### src/rtl/can_tx_framer.sv
// CAN 2.0A/2.0B frame transmitter: serialises one frame bit per sample_point, with bit
// stuffing, CRC-15, read-back arbitration-loss detection and ACK-slot checking.
module can_tx_framer #(
  parameter int MAX_BYTES = 8,
  parameter int EXT_ID_EN = 1
) (
  input  logic                   clk,
  input  logic                   rst,
  input  logic                   sample_point,
  input  logic                   start_tx,
  input  logic                   ide,
  input  logic                   rtr,
  input  logic [28:0]            id,
  input  logic [3:0]             dlc,
  input  logic [MAX_BYTES*8-1:0] tx_data,
  input  logic                   rx_bit,
  output logic                   tx_bit,
  output logic                   busy,
  output logic                   tx_done,
  output logic                   arb_lost,
  output logic                   ack_err,
  output logic [14:0]            crc_out,
  output logic                   crc_active,
  output logic                   arbitration_active
);

  localparam logic [3:0] MaxB = 4'(MAX_BYTES);

  // ST_WAIT: request accepted, SOF goes out on the next sample_point
  typedef enum logic [4:0] {
    ST_IDLE, ST_WAIT, ST_SOF, ST_ID_A, ST_SRR, ST_IDE, ST_ID_B, ST_RTR, ST_R1, ST_R0,
    ST_DLC, ST_DATA, ST_CRC, ST_CRC_DEL, ST_ACK_SLOT, ST_ACK_DEL, ST_EOF, ST_IFS
  } state_t;

  state_t      state_q, state_d;
  logic [6:0]  idx_q, idx_d;
  logic [2:0]  same_cnt_q, same_cnt_d;
  logic [14:0] crc_q, crc_d;
  logic        tx_bit_q, tx_bit_d;
  logic        busy_q, busy_d;
  logic        tx_done_q, tx_done_d;
  logic        arb_lost_q, arb_lost_d;
  logic        ack_err_q, ack_err_d;
  logic        crc_active_q, crc_active_d;
  logic        arb_active_q, arb_active_d;

  logic [28:0]            id_q;
  logic                   ext_q;
  logic                   rtr_q;
  logic [3:0]             dlc_q;
  logic [MAX_BYTES*8-1:0] data_q;
  logic [6:0]             data_bits_q;

  logic        load_s;
  logic [3:0]  dlc_eff_s;
  logic [63:0] data_pad_s;
  logic [10:0] id_base_s;
  state_t      adv_state_s;
  logic [6:0]  adv_idx_s;
  logic        nxt_bit_s;

  function automatic logic [14:0] crc15_step(input logic [14:0] crc, input logic b);
    logic fb;
    fb = b ^ crc[14];
    return {crc[13:0], 1'b0} ^ (fb ? 15'h4599 : 15'h0000);
  endfunction

  function automatic logic [6:0] field_last(input state_t s, input logic [6:0] data_bits);
    case (s)
      ST_ID_A: return 7'd10;
      ST_ID_B: return 7'd17;
      ST_DLC:  return 7'd3;
      ST_DATA: return data_bits - 7'd1;
      ST_CRC:  return 7'd14;
      ST_EOF:  return 7'd6;
      ST_IFS:  return 7'd2;
      default: return 7'd0;
    endcase
  endfunction

  function automatic state_t next_field(input state_t s, input logic ext, input logic has_data);
    case (s)
      ST_SOF:      return ST_ID_A;
      ST_ID_A:     return ext ? ST_SRR : ST_RTR;
      ST_SRR:      return ST_IDE;
      ST_IDE:      return ext ? ST_ID_B : ST_R0;
      ST_ID_B:     return ST_RTR;
      ST_RTR:      return ext ? ST_R1 : ST_IDE;
      ST_R1:       return ST_R0;
      ST_R0:       return ST_DLC;
      ST_DLC:      return has_data ? ST_DATA : ST_CRC;
      ST_DATA:     return ST_CRC;
      ST_CRC:      return ST_CRC_DEL;
      ST_CRC_DEL:  return ST_ACK_SLOT;
      ST_ACK_SLOT: return ST_ACK_DEL;
      ST_ACK_DEL:  return ST_EOF;
      ST_EOF:      return ST_IFS;
      default:     return ST_IDLE;
    endcase
  endfunction

  // IDE belongs to the arbitration field only in extended frames
  function automatic logic in_arb(input state_t s, input logic ext);
    case (s)
      ST_ID_A, ST_SRR, ST_ID_B, ST_RTR: return 1'b1;
      ST_IDE:  return ext;
      default: return 1'b0;
    endcase
  endfunction

  function automatic logic in_crc(input state_t s);
    return (s >= ST_SOF) && (s <= ST_DATA);
  endfunction

  function automatic logic in_stuff(input state_t s);
    return (s >= ST_SOF) && (s <= ST_CRC);
  endfunction

  assign dlc_eff_s  = (dlc > MaxB) ? MaxB : dlc;
  assign data_pad_s = 64'(data_q);
  assign id_base_s  = ext_q ? id_q[28:18] : id_q[10:0];

  // Position of the next non-stuff bit after the last one sent
  always_comb begin
    adv_state_s = state_q;
    adv_idx_s   = idx_q;
    if (idx_q == field_last(state_q, data_bits_q)) begin
      adv_state_s = next_field(state_q, ext_q, data_bits_q != 7'd0);
      adv_idx_s   = 7'd0;
    end else begin
      adv_state_s = state_q;
      adv_idx_s   = idx_q + 7'd1;
    end
  end

  // Value of the bit at that position
  always_comb begin
    nxt_bit_s = 1'b1;
    case (adv_state_s)
      ST_SOF:  nxt_bit_s = 1'b0;
      ST_ID_A: nxt_bit_s = id_base_s[4'd10 - adv_idx_s[3:0]];
      ST_SRR:  nxt_bit_s = 1'b1;
      ST_IDE:  nxt_bit_s = ext_q;
      ST_ID_B: nxt_bit_s = id_q[5'd17 - adv_idx_s[4:0]];
      ST_RTR:  nxt_bit_s = rtr_q;
      ST_R1:   nxt_bit_s = 1'b0;
      ST_R0:   nxt_bit_s = 1'b0;
      ST_DLC:  nxt_bit_s = dlc_q[2'd3 - adv_idx_s[1:0]];
      ST_DATA: nxt_bit_s = data_pad_s[{adv_idx_s[5:3], ~adv_idx_s[2:0]}];
      ST_CRC:  nxt_bit_s = crc_q[4'd14 - adv_idx_s[3:0]];
      default: nxt_bit_s = 1'b1;
    endcase
  end

  // Next-state and output logic: check the bit on the bus, then choose the next one
  always_comb begin
    state_d      = state_q;
    idx_d        = idx_q;
    same_cnt_d   = same_cnt_q;
    crc_d        = crc_q;
    tx_bit_d     = tx_bit_q;
    busy_d       = busy_q;
    tx_done_d    = 1'b0;
    arb_lost_d   = 1'b0;
    ack_err_d    = 1'b0;
    crc_active_d = crc_active_q;
    arb_active_d = arb_active_q;
    load_s       = 1'b0;
    case (state_q)
      ST_IDLE: begin
        if (start_tx) begin
          load_s     = 1'b1;
          state_d    = ST_WAIT;
          idx_d      = 7'd0;
          same_cnt_d = 3'd0;
          crc_d      = 15'h0000;
          busy_d     = 1'b1;
        end else begin
          state_d = ST_IDLE;
        end
      end
      ST_WAIT: begin
        if (sample_point) begin
          state_d      = ST_SOF;
          idx_d        = 7'd0;
          tx_bit_d     = 1'b0;
          same_cnt_d   = 3'd1;
          crc_d        = crc15_step(crc_q, 1'b0);
          crc_active_d = 1'b1;
        end else begin
          state_d = ST_WAIT;
        end
      end
      default: begin
        if (sample_point) begin
          if (arb_active_q && tx_bit_q && !rx_bit) begin
            arb_lost_d   = 1'b1;
            tx_bit_d     = 1'b1;
            busy_d       = 1'b0;
            state_d      = ST_IDLE;
            idx_d        = 7'd0;
            crc_active_d = 1'b0;
            arb_active_d = 1'b0;
          end else begin
            ack_err_d = (state_q == ST_ACK_SLOT) && rx_bit;
            if (in_stuff(state_q) && (same_cnt_q == 3'd5)) begin
              // stuff bit: position and CRC stay put
              tx_bit_d   = ~tx_bit_q;
              same_cnt_d = 3'd1;
            end else if (adv_state_s == ST_IDLE) begin
              tx_done_d    = 1'b1;
              busy_d       = 1'b0;
              tx_bit_d     = 1'b1;
              state_d      = ST_IDLE;
              idx_d        = 7'd0;
              crc_active_d = 1'b0;
              arb_active_d = 1'b0;
            end else begin
              state_d      = adv_state_s;
              idx_d        = adv_idx_s;
              tx_bit_d     = nxt_bit_s;
              same_cnt_d   = (nxt_bit_s != tx_bit_q) ? 3'd1 :
                             ((same_cnt_q == 3'd7) ? 3'd7 : same_cnt_q + 3'd1);
              crc_active_d = in_crc(adv_state_s);
              arb_active_d = in_arb(adv_state_s, ext_q);
              if (in_crc(adv_state_s)) begin
                crc_d = crc15_step(crc_q, nxt_bit_s);
              end else begin
                crc_d = crc_q;
              end
            end
          end
        end else begin
          state_d = state_q;
        end
      end
    endcase
  end

  // Frame state and registered outputs
  always_ff @(posedge clk or posedge rst) begin
    if (rst) begin
      state_q      <= ST_IDLE;
      idx_q        <= 7'd0;
      same_cnt_q   <= 3'd0;
      crc_q        <= 15'h0000;
      tx_bit_q     <= 1'b1;
      busy_q       <= 1'b0;
      tx_done_q    <= 1'b0;
      arb_lost_q   <= 1'b0;
      ack_err_q    <= 1'b0;
      crc_active_q <= 1'b0;
      arb_active_q <= 1'b0;
    end else begin
      state_q      <= state_d;
      idx_q        <= idx_d;
      same_cnt_q   <= same_cnt_d;
      crc_q        <= crc_d;
      tx_bit_q     <= tx_bit_d;
      busy_q       <= busy_d;
      tx_done_q    <= tx_done_d;
      arb_lost_q   <= arb_lost_d;
      ack_err_q    <= ack_err_d;
      crc_active_q <= crc_active_d;
      arb_active_q <= arb_active_d;
    end
  end

  // Frame contents captured when a request is accepted
  always_ff @(posedge clk or posedge rst) begin
    if (rst) begin
      id_q        <= 29'h0;
      ext_q       <= 1'b0;
      rtr_q       <= 1'b0;
      dlc_q       <= 4'h0;
      data_q      <= '0;
      data_bits_q <= 7'd0;
    end else if (load_s) begin
      id_q        <= id;
      ext_q       <= (EXT_ID_EN != 0) ? ide : 1'b0;
      rtr_q       <= rtr;
      dlc_q       <= dlc;
      data_q      <= tx_data;
      data_bits_q <= rtr ? 7'd0 : {dlc_eff_s, 3'b000};
    end
  end

  assign tx_bit             = tx_bit_q;
  assign busy               = busy_q;
  assign tx_done            = tx_done_q;
  assign arb_lost           = arb_lost_q;
  assign ack_err            = ack_err_q;
  assign crc_out            = crc_q;
  assign crc_active         = crc_active_q;
  assign arbitration_active = arb_active_q;

endmodule

### config.mk
export PLATFORM = sky130hd
export DESIGN_NAME = can_tx_framer
export DESIGN_NICKNAME = d
export VERILOG_FILES = /design/src/rtl/can_tx_framer.sv
export SDC_FILE = /design/constraint.sdc
export NUM_CORES = 1
export LEC_CHECK = 0
export BUFFER_PORTS_ARGS = -buffer_cell sky130_fd_sc_hd__buf_4
export CORE_MARGIN = 1
export CORE_UTILIZATION = 50
export DETAILED_ROUTE_END_ITERATION = 12
export GPL_TIMING_DRIVEN = 0
export PLACE_DENSITY = 0.84
export RECOVER_POWER = 25
export SETUP_SLACK_MARGIN = 0.4
export SLEW_MARGIN = 20
export SYNTH_ARGS = -nofsm -noshare
export SYNTH_HDL_FRONTEND = slang
export SYNTH_SLANG_ARGS = --single-unit
export TNS_END_PERCENT = 10
### constraint.sdc
create_clock -name clk -period 5.17 [get_ports clk]
set_input_delay 0.7755 -clock clk [delete_from_list [all_inputs] [get_ports clk]]
set_output_delay 0.7755 -clock clk [all_outputs]
set_load 0.03 [all_outputs]
# Word level (Yosys, flattened, before mapping)
# Cells that the tools add are included.
# classes
add_sub_neg	7
magnitude_cmp	10
eq_ne	42
n_mux	90
n_bitwise	8
n_reduce_logical	25
# op_table
op	count
$mux W15	9
$pmux W5 S15	1
$eq A5 B4 Y1 const B	13
$mux W7	8
$pmux W7 S7	1
$eq A5 B3 Y1 const B	8
$mux W1	37
$pmux W15 S2	1
$xor A15 B15 Y15	2
$mux W3	9
$mux W5	5
$eq A5 B2 Y1 const B	4
$pmux W7 S2	1
$mux W4	3
$mux W11	1
$eq A5 B5 Y1 const B	2
$ge A5 B2 Y1 const B	2
$le A5 B4 Y1 const B	2
$logic_not A5 Y1	2
$lt A4 B5 Y1 const B	2
$pmux W5 S2	1
$reduce_and A5 Y1	2
$ne A3 B1 Y1 const B	3
$reduce_bool A3 Y1	3
39 further kinds	60
# word_totals
regBits	143
input_bits	104
out_inout_bits	22

# Logic depth before layout (Yosys ltp)
# Gate-level depths: netlist (run 1).
# logic_depth
word_depth	17
ltp_mapped	23

# Worst setup path before layout (run 1)
# Ideal clock, no wire load.
# synth_path
path_kind	reg-to-reg
start	reg data_bits_q[3]
end	reg same_cnt_q[1]
t_arrival_ns	4.334
required_time_ns	5.074
path_slack_ns	0.740
path_stages_with_launch	20
path_buffers	2
path_cell_list	dfrtp_1 > or4_1 > a211oi_2 > xnor2_1 > o211a_1 > buf_4 > nand2_4 > and2_1 > ha_1 > clkbuf_1 > mux4_2 > nand2_1 > o2111ai_1 > a211oi_1 > or3_1 > o311ai_1 > nor3_4 > xnor2_1 > or2_1 > o31ai_1
# synth_via
elab_chain_cells	15
elab_cells_between_ends	45
classes_between	5 x add/sub; 13 x eq/ne; 22 x mux; 1 x bitwise; 4 x reduce/logical
# synth_lines
element	line	rtl
from (decl)	52	logic [6:0] data_bits_q;
from (signal assigned)	284	data_bits_q <= rtr ? 7'd0 : {dlc_eff_s, 3'b000};
$sub A7 B1 Y7	73	ST_DATA: return data_bits - 7'd1;
$pmux W7 S7	69	case (s)
$eq A7 B7 Y1	127	if (idx_q == field_last(state_q, data_bits_q)) begin
$mux W7	127	
$sub A5 B5 Y5, or another cell as far along	144	ST_ID_B: nxt_bit_s = id_q[5'd17 - adv_idx_s[4:0]];
$bmux W1 S5, or another cell as far along	144	
$mux W1, on equally long branches	--	
$pmux W1 S8	139	case (adv_state_s)
$ne A1 B1 Y1	222	same_cnt_d = (nxt_bit_s != tx_bit_q) ? 3'd1 :
$mux W3	222	
$mux W3	210	end else if (adv_state_s == ST_IDLE) begin
$mux W3	206	if (in_stuff(state_q) && (same_cnt_q == 3'd5)) begin
$mux W3	196	if (arb_active_q && tx_bit_q && !rx_bit) begin
$mux W3	195	if (sample_point) begin
$pmux W3 S2	169	case (state_q)
to (signal assigned)	257	same_cnt_q <= same_cnt_d;
to (decl)	37	logic [2:0] same_cnt_q, same_cnt_d;
# Parallel ways exist; a longest one is shown, timed or not. The select of a mux whose other input is x is not followed.
# A chain may end at the register's enable or synchronous reset.

# Final worst setup path (run 1)
# layout_path
start	reg state_q[1]
end	reg same_cnt_q[1]
# layout_via
elab_chain_cells	15
elab_cells_between_ends	68
classes_between	4 x add/sub; 2 x order compare; 33 x eq/ne; 21 x mux; 1 x bitwise; 7 x reduce/logical
# layout_lines
element	line	rtl
from (decl)	35	state_t state_q, state_d;
from (signal assigned)	255	state_q <= state_d;
$eq A5 B5 Y1, or another cell as far along	69	
$pmux W7 S7	69	
$eq A7 B7 Y1	127	
$mux W7	127	
$sub A5 B5 Y5, or another cell as far along	144	
$bmux W1 S5, or another cell as far along	144	
$mux W1, on equally long branches	--	
$pmux W1 S8	139	
$ne A1 B1 Y1	222	
$mux W3	222	
$mux W3	210	
$mux W3	206	
$mux W3	196	
$mux W3	195	
$pmux W3 S2	169	
# Parallel ways exist; a longest one is shown, timed or not. The select of a mux whose other input is x is not followed.

==> results.sh, run 1 <==
export IMPL_synth_edf_count=0
export IMPL_cts_made_buffers=17
export IMPL_areaGrowthSynthToFinish_pct=25.86
export IMPL_end_kind="flip-flop"
export IMPL_dr_pass1_iters=6
export IMPL_hold_viol=0
export IMPL_p_switching_w=0.003101
export IMPL_gr_usage_all_layers_pct=30.32
export IMPL_peakVddDrop_v=0.0003966
export IMPL_violations="max-capacitance violations, max-slew violations"
export IMPL_setup_tns_ns=0
export IMPL_crit_path_start_kind="flip-flop"
export IMPL_pin_count=126
export IMPL_dp_hpwl_mm=17.47
export IMPL_start_util_pct=51.50
export IMPL_dp_cells=1324
export IMPL_ys_ff_latch=140
export IMPL_setup_violations=0
export IMPL_min_period_over_period_pct=90.49
export IMPL_synth_top_cells_by_count="nand2_1 (366), dfrtp_1 (139), clkbuf_1 (49), a21oi_1 (44), o21ai_0 (43)"
export IMPL_syn_area_sq_mm=0.008210
export IMPL_ys_warnings_count=0
export IMPL_power_total_w=0.006866
export IMPL_yosysTopAreaCell="dfrtp_1"
export IMPL_place_gp_congestion=0.9316
export IMPL_period_minus_slack_ns=4.678
export IMPL_yosysTopAreaCellShare_pct=42.37
export IMPL_clock_power_share_pct=17.9
export IMPL_routed_wl_mm=24.66
export IMPL_p_seq_share_pct=28.1
export IMPL_port_buffers=124
export IMPL_finalClockSkew_ns=0.008545
export IMPL_num_vias=8038
export IMPL_via_per_inst=5.854
export IMPL_grt_pass1_vias=7745
export IMPL_final_cells=1373
export IMPL_worst_pin_slew_ns=2.779
export IMPL_synth_most_common_cell="nand2_1"
export IMPL_fin_nets=1256
export IMPL_power_internal_w=0.003765
export IMPL_powerDensity_mw_per_mm2=664.4
export IMPL_synthTopCellsByArea="dfrtp_1 (42%), nand2_1 (17%), mux4_2 (4.1%)"
export IMPL_crit_type="reg2reg"
export IMPL_synth_avg_cell_area_sq_um=8.352
export IMPL_grt_antenna_before_repair=0
export IMPL_fillers=1303
export IMPL_clkTransAtPathRegs_ns=0.06
export IMPL_gr_total_overflow=0
export IMPL_final_util_pct=64.82
export IMPL_grt_start_max_net_pins=80
export IMPL_power_frac_comb_pct=53.9
export IMPL_ys_seq_area_share_pct=42.69
export IMPL_required_ns=5.50
export IMPL_fp_row_count=46
export IMPL_status="complete, but fails checks"
export IMPL_grt_pass1_wl_mm=39.00
export IMPL_worstSkewPairLatency_ns=0.43
export IMPL_relSlewSlack_pct=-86.29
export IMPL_core_region_area_sq_mm=0.01594
export IMPL_antenna_cells=0
export IMPL_maxCapViolCount=2
export IMPL_synth_main_ff_cell="dfrtp_1"
export IMPL_ant_nets=0
export IMPL_critPathMaxFanout=10
export IMPL_wl_per_cell_um=17.96
export IMPL_cts_max_level=4
export IMPL_ys_types=83
export IMPL_rsz0062_at_grt="yes"
export IMPL_drt_iter0_drc=939
export IMPL_fmax_ghz=0.2137
export IMPL_cts_buffer_depth=2
export IMPL_syn_instance_count=983
export IMPL_fin_hold_ws_ns=0.4757
export IMPL_dieArea_sq_mm=0.01694
export IMPL_die_x_um=130.1
export IMPL_async_reset_ff_share_pct=100.0
export IMPL_drc=0
export IMPL_cp_arrival_ns=5.01
export IMPL_tritoncts="built"
export IMPL_slew_viol_final=143
export IMPL_min_delay_path_class="reg2reg"
export IMPL_die_h_um=130.1
export IMPL_post_route_cells_drive_above_1_share_pct=21.87
export IMPL_cellLeakagePower_nw=4.887
export IMPL_p_sw_share_pct=45.16
export IMPL_cts_root_buf="clkbuf_16"
export IMPL_clock_sinks=140
export IMPL_syn_nets=1095
-- layout make-up --
class | count | area (sq um) | area share (%)
multi-input cells | 757 | 4534 | 43.88
clock inverters | 14 | 157.7 | 1.526
inverters | 20 | 78.83 | 0.7628
plain buffers | 66 | 294.0 | 2.845
clock buffers | 18 | 429.2 | 4.153
well taps | 216 | 270.3 | 2.615
flip-flops and latches | 140 | 3506 | 33.93
repair buffers | 142 | 1064 | 10.29
-- timing repair --
item | in CTS | in global routing
hold buffers | 0 | 0
endpoints found under the setup margin | 11 | 11
pin swaps | 5 | 21
setup buffers | 1 | 16
hold endpoints to repair | 0 | 0
resized for setup | 11 | 40
-- cells by family (layout without fill, tap and decap cells) --
logic type	count (synthesis)	in the layout	share of synthesized area, %
AO/OA/AOI/OAI	182	182	14.78
XOR/XNOR	23	23	2.453
adder cells (fa/ha/maj)	8	8	1.219
buffers and inverters	86	260	4.191
flip-flops	140	140	42.69
multiplexers	46	46	8.092
AND/OR/NAND/NOR	498	498	26.58
-- routing by layer --
metal  global-route usage [%]  vias to the layer above  share of wire [%]
li1                         -                     3711                  -
met1                    39.60                     3812                 41
met2                    47.62                      437                 47
met3                    7.134                       78                8.6
met4                    14.64                        0                4.0
met5                        0                        -                  0
-- path summary, 6_finish.rpt --
kind,start,end,slack [ns],depth (start not counted)
worst min register to register,data_pad_s[2],data_pad_s[2],0.48,2
min in group asynchronous,rst,data_pad_s[13],1.14,2
max in group asynchronous,rst,id_q[1],1.24,3
worst max-delay path,state_q[1],same_cnt_q[1],0.49,19
worst max register to register,state_q[1],same_cnt_q[1],0.49,19
worst min-delay path,data_pad_s[2],data_pad_s[2],0.48,2
-- cell usage in the layout, fill, tap and decap left out, types with 6 or more instances in the layout --
cell type  instances
nand2_1          366
buf_4            141
dfrtp_1          138
clkbuf_1          47
a21oi_1           44
o21ai_0           36
nor2_1            29
nand3_1           22
mux2i_1           18
clkbuf_16         17
inv_1             16
mux4_2            15
o22ai_1           14
mux2_2            12
xor2_1            10
a22o_1            10
xnor2_1            9
o21ai_1            9
nor3_1             8
buf_1              7
nand2b_1           7
buf_2              6
nor3b_1            6
ha_1               6
inv_6              6
-- power groups by stage --
| stage | registers (W) | clock network (W) | logic [W] |
|---|---|---|---|
| after floorplan | 0.00194 | 0 | 0.00236 |
| after global placement | 0.00191 | 0 | 0.00328 |
| after detailed placement | 0.00193 | 0 | 0.00336 |
| after CTS | 0.00192 | 0.00124 | 0.00340 |
| after global routing | 0.00197 | 0.00129 | 0.00404 |
| final | 0.00193 | 0.00123 | 0.00370 |
-- stage by stage --
step                setup WS (ns)  instance area, sq um
floorplan                  0.6433                  8210
global placement          -0.8404                  9412
detailed placement        -0.1484                  9447
CTS                        0.4009                 10090
global route               0.3148                 10330
finish                     0.4916                 10330
-- flip-flops by register name, indices dropped and copies added (netlist names) --
name	cells
arbitration_active	1
idx_q	7
crc_out	15
crc_active	1
ack_err	1
tx_bit	1
busy	1
id_q	29
dlc_q	4
rtr_q	1
data_bits_q	4
arb_lost	1
state_q	5
ext_q	1
same_cnt_q	3
tx_done	1
data_pad_s	64
-- worst max-delay path, stage by stage, from the launching register on --
cell and delay (ns):
dfrtp_1 0.36, buf_2 0.18, or4b_1 0.51, o21ai_0 0.15
o21bai_1 0.18, and4_1 0.22, buf_6 0.15, nand2_8 0.11
and2_4 0.19, ha_2 0.24, buf_4 0.21, nand3_1 0.16
mux2_2 0.35, o221a_2 0.27, o2111ai_1 0.22, nand2_1 0.16
nor3_4 0.30, xnor2_1 0.13, or2_1 0.24, o31ai_1 0.25
No activity file was read; power rests on OpenSTA's default activity.
==> run 2, diff against run 1 <==
--- a/config.mk
+++ b/config.mk
@@ -5,6 +5,7 @@
 export SDC_FILE = /design/constraint.sdc
 export NUM_CORES = 1
 export LEC_CHECK = 0
+export ABC_AREA = 1
 export BUFFER_PORTS_ARGS = -buffer_cell sky130_fd_sc_hd__buf_4
 export CORE_MARGIN = 1
 export CORE_UTILIZATION = 50
@@ -12,6 +13,7 @@
 export GPL_TIMING_DRIVEN = 0
 export PLACE_DENSITY = 0.84
 export RECOVER_POWER = 25
+export REMOVE_ABC_BUFFERS = 1
 export SETUP_SLACK_MARGIN = 0.4
 export SLEW_MARGIN = 20
 export SYNTH_ARGS = -nofsm -noshare
==> run 2 against run 1 <==
The run still ends with max-capacitance violations, max-slew violations left. Sequential power is essentially flat. Final cell count rose by 8.1%. Register-to-register slack improved by 0.20 ns. Synthesized cell count rose by 17%. Non-clock buffer count is 75 lower. Global-route usage shrank 1.8 points. Sequential cell count unchanged. Clock skew up 0.00091 ns. Largest power group unchanged.
==> results.sh, run 2 <==
export IMPL_ys_warnings_count=0
export IMPL_status="complete, but fails checks"
export IMPL_min_delay_path_class="reg2reg"
export IMPL_synthTopCellsByArea="dfrtp_1 (43%), nand2_1 (23%), nand3_1 (8.8%)"
export IMPL_dp_hpwl_mm=14.94
export IMPL_syn_area_sq_mm=0.008063
export IMPL_ant_nets=0
export IMPL_relSlewSlack_pct=-91.59
export IMPL_final_util_pct=62.35
export IMPL_reg2reg_depth=25
export IMPL_num_vias=8180
export IMPL_async_reset_ff_share_pct=100.0
export IMPL_final_cell_area_sq_mm=0.009868
export IMPL_violations="max-capacitance violations, max-slew violations"
export IMPL_via_per_inst=5.512
export IMPL_pin_count=126
export IMPL_hold_viol=0
export IMPL_cts_made_buffers=17
export IMPL_grt_pass1_vias=7685
export IMPL_cp_endpoint="crc_out[10]"
export IMPL_routed_wl_mm=22.73
export IMPL_clkTransAtPathRegs_ns=0.06
export IMPL_final_common_cell="nand2_1"
export IMPL_grt_pass1_wl_mm=37.09
export IMPL_cp_startpoint="state_q[3]"
export IMPL_ys_seq_area_share_pct=43.47
export IMPL_grt_start_max_net_pins=78
export IMPL_start_util_pct=50.94
export IMPL_min_period_over_period_pct=86.71
export IMPL_maxCapViolCount=2
export IMPL_layout_common_cells="nand2_1 (490), nand3_1 (142), dfrtp_1 (139)"
export IMPL_drt_iter0_drc=853
export IMPL_dr_pass1_iters=6
export IMPL_die_x_um=129.0
export IMPL_end_kind="flip-flop"
export IMPL_required_ns=5.53
export IMPL_die_h_um=129.0
export IMPL_rsz0062_at_grt="no"
export IMPL_synth_most_common_cell="nand2_1"
export IMPL_crit_top_cell="nand3_1"
export IMPL_final_cells=1484
export IMPL_dieArea_sq_mm=0.01664
export IMPL_regToRegEndpoint="crc_out[10]"
export IMPL_post_route_cells_drive_above_1_share_pct=17.11
export IMPL_worstSkewPairLatency_ns=0.43
export IMPL_crit_path_start_kind="flip-flop"
export IMPL_cts_root_buf="clkbuf_16"
export IMPL_syn_instance_count=1146
export IMPL_finalClockSkew_ns=0.009452
export IMPL_cp_arrival_ns=4.84
export IMPL_setup_violations=0
export IMPL_clock_sinks=140
export IMPL_cellLeakagePower_nw=5.209
export IMPL_yosysTopAreaCell="dfrtp_1"
export IMPL_fp_row_count=46
export IMPL_drc=0
export IMPL_crit_type="reg2reg"
export IMPL_grt_antenna_before_repair=0
export IMPL_port_buffers=125
export IMPL_ys_types=40
export IMPL_fin_nets=1368
export IMPL_rr_startpoint="state_q[3]"
export IMPL_peakVddDrop_v=0.0003120
export IMPL_largest_reg_flops=64
export IMPL_synth_edf_count=0
export IMPL_cts_max_level=4
export IMPL_synth_avg_cell_area_sq_um=7.036
export IMPL_critPathMaxFanout=17
export IMPL_gr_usage_all_layers_pct=28.50
export IMPL_whs_path_depth=2
export IMPL_worst_pin_slew_ns=2.858
export IMPL_tritoncts="built"
export IMPL_areaGrowthSynthToFinish_pct=22.39
export IMPL_antenna_cells=0
export IMPL_setup_tns_ns=0
export IMPL_cts_buffer_depth=2
export IMPL_yosysTopAreaCellShare_pct=43.14
export IMPL_synth_main_ff_cell="dfrtp_1"
export IMPL_cp_slowest_cell="ha_2"
export IMPL_powerDensity_mw_per_mm2=679.4
export IMPL_wl_per_cell_um=15.31
export IMPL_place_gp_congestion=0.9163
export IMPL_period_minus_slack_ns=4.483
export IMPL_gr_total_overflow=0
export IMPL_core_region_area_sq_mm=0.01583
export IMPL_dp_cells=1445
export IMPL_cp_slowest_stage_delay_ns=0.53
export IMPL_fmax_ghz=0.2231
export IMPL_placed_area_sq_mm=0.009179
export IMPL_slew_viol_final=143
export IMPL_synth_top_cells_by_count="nand2_1 (492), nand3_1 (142), dfrtp_1 (139), inv_1 (92), o21ai_0 (51)"
export IMPL_ys_ff_latch=140
export IMPL_reg2reg_slack_ns=0.69
## run 2: final cells by class
| cell class | instances | area [sq um] |
|---|---|---|
| Fill cell | 1392 | 5959 |
| Multi-Input combinational cell | 860 | 4043 |
| Sequential cell | 140 | 3505 |
| Timing Repair Buffer | 133 | 1049 |
| Clock buffer | 19 | 442.9 |
| Inverter | 104 | 396.6 |
| Tap cell | 216 | 270.3 |
| Clock inverter | 12 | 162.7 |
## run 2: worst min-delay path by stage
stage / startpoint / endpoint
final: data_pad_s[52] / data_pad_s[52]
after global routing: data_pad_s[34] / data_pad_s[34]
after CTS: rst / data_bits_q[4]
after detailed placement: data_pad_s[2] / data_pad_s[2]
after global placement: data_pad_s[2] / data_pad_s[2]
after floorplan: data_pad_s[2] / data_pad_s[2]
## run 2: repair_timing
item	4_1_cts	5_1_grt
hold buffers	0	0
cloned	3	1
buffers inserted	0	4
pin swaps	2	2
resized for setup	5	5
setup endpoints to repair	11	11
## run 2: routing by layer
metal,vias up,wire (um),global-route usage (%)
met1,3776,9729,37.96
li1,3903,-,-
met4,0,550,11.14
met2,443,10690,46.23
met5,-,0,0
met3,58,1754,5.156
## run 2: worst max-delay path: cells and delay by family (launching register included)
| kind | cells | cell delay (ns) |
|---|---|---|
| DFF | 1 | 0.48 |
| buffers and inverters | 3 | 0.51 |
| AOI/OAI and AO/OA | 2 | 0.25 |
| adders and majority gates | 1 | 0.53 |
| and+or+nand+nor | 19 | 2.64 |
## run 2: logic make-up (layout without fill, tap and decap cells)
group	count (synthesis)	after routing	share of synthesized area [%]
multiplexers	2	2	0.2483
flip-flops	140	140	43.47
AO/OA/AOI/OAI	111	111	8.101
XOR/XNOR	11	11	1.195
adder cells (fa/ha/maj)	8	8	1.242
AND/OR/NAND/NOR	724	728	38.08
buffers and inverters	150	268	7.666
## run 2: per-stage QoR
| step | hold slack (ns) | worst slack, ns | power (W) |
|---|---|---|---|
| final | 0.4757 | 0.6869 | 0.006705 |
| after global routing | 0.4970 | 0.4091 | 0.007202 |
| after CTS | 0.4027 | 0.4700 | 0.006582 |
| after detailed placement | 0.4573 | -0.3312 | 0.005190 |
| after global placement | 0.4559 | -1.624 | 0.005083 |
| after floorplan | 0.4401 | 0.3183 | 0.004237 |
## run 2: where the power goes
part	internal (W)	switching (W)	leakage (nW)
Clock	0.000775	0.000495	0.291
Combinational	0.00115	0.00236	3.15
Sequential	0.00158	0.000346	1.77
